`src/rtl/blank_window_arbiter.sv`:
```
// Blanking-window write-port arbiter.
// Shares one display-resource write port between N_REQ requesters. The port
// is granted only while the timing generator reports blanking. Requesters are
// served round-robin, each grant is capped at MAX_BURST beats, and a dead
// cycle follows every release. The block also keeps per-frame missed-request
// flags and a per-frame beat count.
//
//   state | meaning
//   ------+---------------------------------------------------------------
//   IDLE  | no grant; arbitrate when the window is open and a request is up
//   GRANT | one requester owns the port; count beats, watch release causes
//   GAP   | one dead turnaround cycle after a release
module blank_window_arbiter #(
  parameter  int N_REQ     = 4,
  parameter  int MAX_BURST = 16,
  parameter  int HBLNK_EN  = 0,
  localparam int IDX_W     = $clog2(N_REQ)
) (
  input  logic             clk,
  input  logic             rst_n,
  input  logic             vblnk,
  input  logic             hblnk,
  input  logic             new_frame,
  input  logic [N_REQ-1:0] req,
  output logic [N_REQ-1:0] gnt,
  output logic [IDX_W-1:0] gnt_idx,
  output logic             busy,
  output logic [N_REQ-1:0] missed,
  output logic [15:0]      frame_beats
);

  typedef enum logic [1:0] {IDLE, GRANT, GAP} state_t;

  state_t           state_q, state_d;
  logic [N_REQ-1:0] gnt_q, gnt_d;
  logic [IDX_W-1:0] idx_q, idx_d;
  logic [IDX_W-1:0] rr_ptr_q, rr_ptr_d;
  logic [7:0]       beat_cnt_q, beat_cnt_d;
  logic             window_q;
  logic [N_REQ-1:0] missed_q, missed_d;
  logic [15:0]      acc_q, acc_d, acc_sum;
  logic [15:0]      frame_beats_q, frame_beats_d;

  logic             window;
  logic             beat;
  logic             sel_vld;
  logic [IDX_W-1:0] sel_idx;
  logic [IDX_W:0]   cand;
  logic [IDX_W-1:0] next_ptr;

  // The grant is masked by the live window so it closes with zero latency.
  assign window = vblnk | ((HBLNK_EN != 0) & hblnk);
  assign gnt    = gnt_q & {N_REQ{window}};
  assign beat   = |(gnt & req);

  assign next_ptr = (idx_q == IDX_W'(N_REQ - 1)) ? '0 : idx_q + IDX_W'(1);

  // Round-robin pick: walk from rr_ptr downward in priority so the candidate
  // closest to rr_ptr (with wrap) is written last and wins.
  always_comb begin
    sel_vld = 1'b0;
    sel_idx = '0;
    cand    = '0;
    for (int k = N_REQ - 1; k >= 0; k--) begin
      cand = {1'b0, rr_ptr_q} + (IDX_W + 1)'(k);
      if (cand >= (IDX_W + 1)'(N_REQ)) cand = cand - (IDX_W + 1)'(N_REQ);
      if (req[cand[IDX_W-1:0]]) begin
        sel_vld = 1'b1;
        sel_idx = cand[IDX_W-1:0];
      end
    end
  end

  // Next-state logic for the grant FSM.
  always_comb begin
    state_d    = state_q;
    gnt_d      = gnt_q;
    idx_d      = idx_q;
    rr_ptr_d   = rr_ptr_q;
    beat_cnt_d = beat_cnt_q;
    case (state_q)
      IDLE: begin
        if (window && sel_vld) begin
          gnt_d      = N_REQ'(1) << sel_idx;
          idx_d      = sel_idx;
          beat_cnt_d = '0;
          state_d    = GRANT;
        end
      end
      GRANT: begin
        if (beat) beat_cnt_d = beat_cnt_q + 8'd1;
        // A window close also advances rr_ptr so the next window starts fair.
        if (!req[idx_q] || !window ||
            (beat && beat_cnt_q == 8'(MAX_BURST - 1))) begin
          gnt_d    = '0;
          rr_ptr_d = next_ptr;
          state_d  = GAP;
        end
      end
      GAP:     state_d = IDLE;
      default: state_d = IDLE;
    endcase
  end

  // Missed flags and saturating per-frame beat accumulation.
  always_comb begin
    acc_sum = (beat && acc_q != 16'hFFFF) ? acc_q + 16'd1 : acc_q;
    if (new_frame) begin
      acc_d         = '0;
      frame_beats_d = acc_sum;
      missed_d      = '0;
    end else begin
      acc_d         = acc_sum;
      frame_beats_d = frame_beats_q;
      missed_d      = missed_q;
    end
    // Setting on window fall wins over the new_frame clear in the same cycle.
    if (window_q && !window) missed_d = missed_d | req;
  end

  // FSM and arbitration registers.
  always_ff @(posedge clk or negedge rst_n) begin
    if (!rst_n) begin
      state_q    <= IDLE;
      gnt_q      <= '0;
      idx_q      <= '0;
      rr_ptr_q   <= '0;
      beat_cnt_q <= '0;
    end else begin
      state_q    <= state_d;
      gnt_q      <= gnt_d;
      idx_q      <= idx_d;
      rr_ptr_q   <= rr_ptr_d;
      beat_cnt_q <= beat_cnt_d;
    end
  end

  // Window history, missed flags and beat statistics.
  always_ff @(posedge clk or negedge rst_n) begin
    if (!rst_n) begin
      window_q      <= 1'b0;
      missed_q      <= '0;
      acc_q         <= '0;
      frame_beats_q <= '0;
    end else begin
      window_q      <= window;
      missed_q      <= missed_d;
      acc_q         <= acc_d;
      frame_beats_q <= frame_beats_d;
    end
  end

  assign gnt_idx     = idx_q;
  assign busy        = (state_q != IDLE);
  assign missed      = missed_q;
  assign frame_beats = frame_beats_q;

endmodule
```
`config.mk`:
```
export PLATFORM = sky130hd
export DESIGN_NAME = blank_window_arbiter
export DESIGN_NICKNAME = d
export VERILOG_FILES = /design/src/rtl/blank_window_arbiter.sv
export SDC_FILE = /design/constraint.sdc
export NUM_CORES = 1
export LEC_CHECK = 0
export BUFFER_PORTS_ARGS = -buffer_cell sky130_fd_sc_hd__buf_2
export CORE_ASPECT_RATIO = 0.9
export CORE_MARGIN = 3
export CORE_UTILIZATION = 31
export DETAILED_ROUTE_END_ITERATION = 6
export PLACE_DENSITY = 0.48
export SETUP_SLACK_MARGIN = 0.3
export SLEW_MARGIN = 20
export SYNTH_ARGS = -nofsm -noshare
export SYNTH_HDL_FRONTEND = slang
export SYNTH_SLANG_ARGS = --single-unit
export TNS_END_PERCENT = 1
```
`constraint.sdc`:
```
create_clock -name clk -period 2.05 [get_ports clk]
set_input_delay 0.3075 -clock clk [delete_from_list [all_inputs] [get_ports clk]]
set_output_delay 0.3075 -clock clk [all_outputs]
set_load 0.02 [all_outputs]
```
==> impl_metrics.yaml <==
synthesis:
  synth_warnings: 0
  post_synthesis_cell_count: 256
  syn-num-nets: 268
  main_combinational_cell_family_by_area_after_synthesis: "simple AND/OR/NAND/NOR gates"
  synth_enable_flop_cells: 0
  synth_xor_area_frac: 0.0614
  synth_top_flop_cell: "dfrtp_1"
  avgSynthCellArea_sq_um: 10.0
  yosys.cell_types.count: 41
  synth_seq_area_share: 0.536
  post_synthesis_instance_area_sq_um: 2570
  async_s_r_ff_share_synth: 1.00
  synth.mux.area_fraction: 0.0293
  post_synth_and_or_nand_nor_area_fraction: 0.222
  post_synth_fa_ha_maj_area_fraction: 0.0146
  synth-seq-cells: 55
  synth_compound_gate_area_share: 0.104
power:
  max-vdd-ir-drop_v: 0.000453
  static_leakage_power_uw: 0.00140
  power-per-cell-area_nw_per_um2: 921
detailed_routing:
  drt-vias-per-instance: 4.80
  drt-initial-drc-count: 67
  drtPass1Iterations: 4
  routed_met1_length_um: 2930
  postRouteWirelength_um: 5410
  post-route-drc-count: 0
  wl_per_cell_um: 13.5
  postRouteAntennaNets: 0
  met3WireLength_um: 147
  top_layer_used: "met4"
  met2WireLength_um: 2280
  route.vias.total: 1923
timing:
  unrepaired_setup_endpoints_after_global_routing: "true"
  fin_tns_setup_ps: 0
  slew_viol_final: 0
  period_minus_slack_ps: 1860
  max_slew_margin_vs_limit: 0.675
  post-route-period-util: 0.908
  clock-skew-final_ps: 15.8
  finalSetupViolCount: 0
  max_freq_ghz: 0.537
  hold_violations: 0
  worst_slew_pin_slew_ps: 486
clock_network:
  clock_path_buffers: 2
  cts-htree-levels: 2
  clockRootBuffer: "clkbuf_8"
  clock_tree_from_tritoncts: "done"
  clock_sink_count: 55
  worst_skew_pair.late_latency_ps: 310
  tritoncts.num_buffers: 5
  path_clk_slew_ps: 110
layout:
  num_antenna_cells: 0
  stdcell_area_sq_um: 3130
  number_of_nets_in_the_final_layout: 316
  layout.cells.most_common: "dfrtp_1"
  filler_cell_count: 786
  syn_to_final_growth_pct: 21.8
  layout_common_cells: "55 x dfrtp_1, 41 x nor2_1, 34 x buf_2"
  drive_above_1_share: 0.249
floorplan:
  floorplan.die.height_um: 92.3
  floorplan.io_pins: 36
  std_cell_rows: 30
  die_x_um: 102
  area_of_the_die_sq_um: 9410
  fp.coreArea_sq_um: 7810
  floorplan.initialDensity: 0.329
worst_setup_path:
  timing.rr.end: "frame_beats[14]"
  worst_setup_path_start_kind: "flip-flop"
  critPathCaptureType: "flip-flop"
  worst_r2r_src: "acc_q[0]"
  slowest_delay_ps: 470
  critPathArrivalTime_ps: 2070
  class_of_the_most_critical_setup_path: "reg2reg"
  worst-endpoint-required_ps: 2260
  timing.critical_path.fanout_max: 4
  cpLargestDelayFamily: "simple AND/OR/NAND/NOR gates"
  worst-r2r-cell-count: 6
  cp_max_stage_cell: "or3_4"
  path_cells: "ha_1 -> nand4_1 -> or3_4 -> nor4_2 -> xnor2_1 -> a21oi_1"
  critical_path_buf_inv_count: 0
  ff2ff_setup_slack_ps: 190
status:
  outcome: "finished clean"
min_path:
  min-delay-start: "vblnk"
  worst_hold_path_type: "in2reg"
  hold_ep: "window_q"
  min_path_cells: 1
flow_run:
  timing.max_cap.violations: 0
global_routing:
  grtUsageTotal: 0.123
  antenna_found_initial: 0
  grt_pass1_wl_um: 9310
  pin_count_of_the_biggest_net_entering_global_routing: 56
  first_global_vias: 1884
  overflow: 0
placed_design:
  port_buffers: 34
  detailed_place_hpwl_um: 3750
  placed_area_sq_um: 2910
  routability_cong: 0.744
-- registers in the layout, indices dropped and copies added (netlist names), 2 cells and up --
signal,count
missed,4
rr_ptr_q,2
frame_beats,16
beat_cnt_q,8
gnt_idx,2
gnt_q,4
acc_q,16
state_q,2
-- worst max path at each step --
stage | from | end | slack (ps) | cells past startpoint
2_1_floorplan | beat_cnt_q[4] | rr_ptr_q[0] | 230 | 5
3_3_place_gp | req[0] | frame_beats[0] | 70 | 6
3_5_place_dp | req[0] | frame_beats[1] | 60 | 6
4_1_cts | beat_cnt_q[7] | rr_ptr_q[1] | 200 | 5
5_1_grt | acc_q[1] | frame_beats[7] | 70 | 7
6_report | acc_q[0] | frame_beats[14] | 190 | 6
-- timing repair --
item,4_1_cts,5_1_grt
hold buffers,1,0
resized for setup,10,1
pin swaps,4,0
hold endpoints to repair,37,0
setup endpoints to repair,38,38
buffers inserted,6,1
-- per-layer routing --
metal | vias to the layer above | track usage
met5 | - | 0
met4 | 0 | 0.0273
met3 | 4 | 0.0256
li1 | 978 | -
met2 | 22 | 0.175
met1 | 919 | 0.191
-- cell families after synthesis --
family / Yosys count
adder cells (fa/ha/maj): 3
AO/OA/AOI/OAI: 44
XOR/XNOR: 18
multiplexers: 6
AND/OR/NAND/NOR: 109
buffers and inverters: 21
flip-flops: 55
-- report_power, final --
group	internal, uW	switching [uW]	total (uW)
registers	1230	123	1360
clock network	245	375	620
logic	379	521	901
-- cell type report --
class                   count  area, sq um  area share
multi-input cells         180         1160       0.371
repair buffers             52          337       0.108
clock inverters             3         25.0     0.00801
clock buffers               5         68.8      0.0220
flip-flops and latches     55         1380       0.440
well taps                  96          120      0.0384
inverters                  10         37.5      0.0120
-- per-stage QoR --
| stage | worst slack [ps] | utilization | hold WS, ps | instances | power (uW) |
|---|---|---|---|---|---|
| after floorplan | 228 | - | 11.9 | 256 | 1910 |
| after global placement | 71.1 | 0.373 | 333 | 385 | 2190 |
| after detailed placement | 59.4 | 0.373 | 337 | 385 | 2200 |
| after CTS | 204 | 0.399 | 229 | 400 | 2920 |
| after global routing | 69.8 | 0.400 | 229 | 401 | 3080 |
| final | 189 | 0.400 | 245 | 401 | 2880 |
-- cell usage after synthesis (5+ instances only) --
| master | instances | area [sq um] |
|---|---|---|
| inv_1 | 9 | 33.8 |
| dfrtp_1 | 55 | 1380 |
| clkbuf_1 | 9 | 33.8 |
| nor3_1 | 7 | 35.0 |
| and2_1 | 5 | 31.3 |
| nand2_1 | 17 | 63.8 |
| o21ai_0 | 10 | 50.1 |
| nor2_1 | 41 | 154 |
| nand3_1 | 9 | 45.0 |
| xnor2_1 | 18 | 158 |
| a21oi_1 | 21 | 105 |
-- worst reg2reg max path, stage by stage (launching register included) --
cell and delay (ps):
dfrtp_1 370, ha_1 180, nand4_1 270, or3_4 470
nor4_2 200, xnor2_1 180, a21oi_1 90
(Power assumes the default switching activity.)
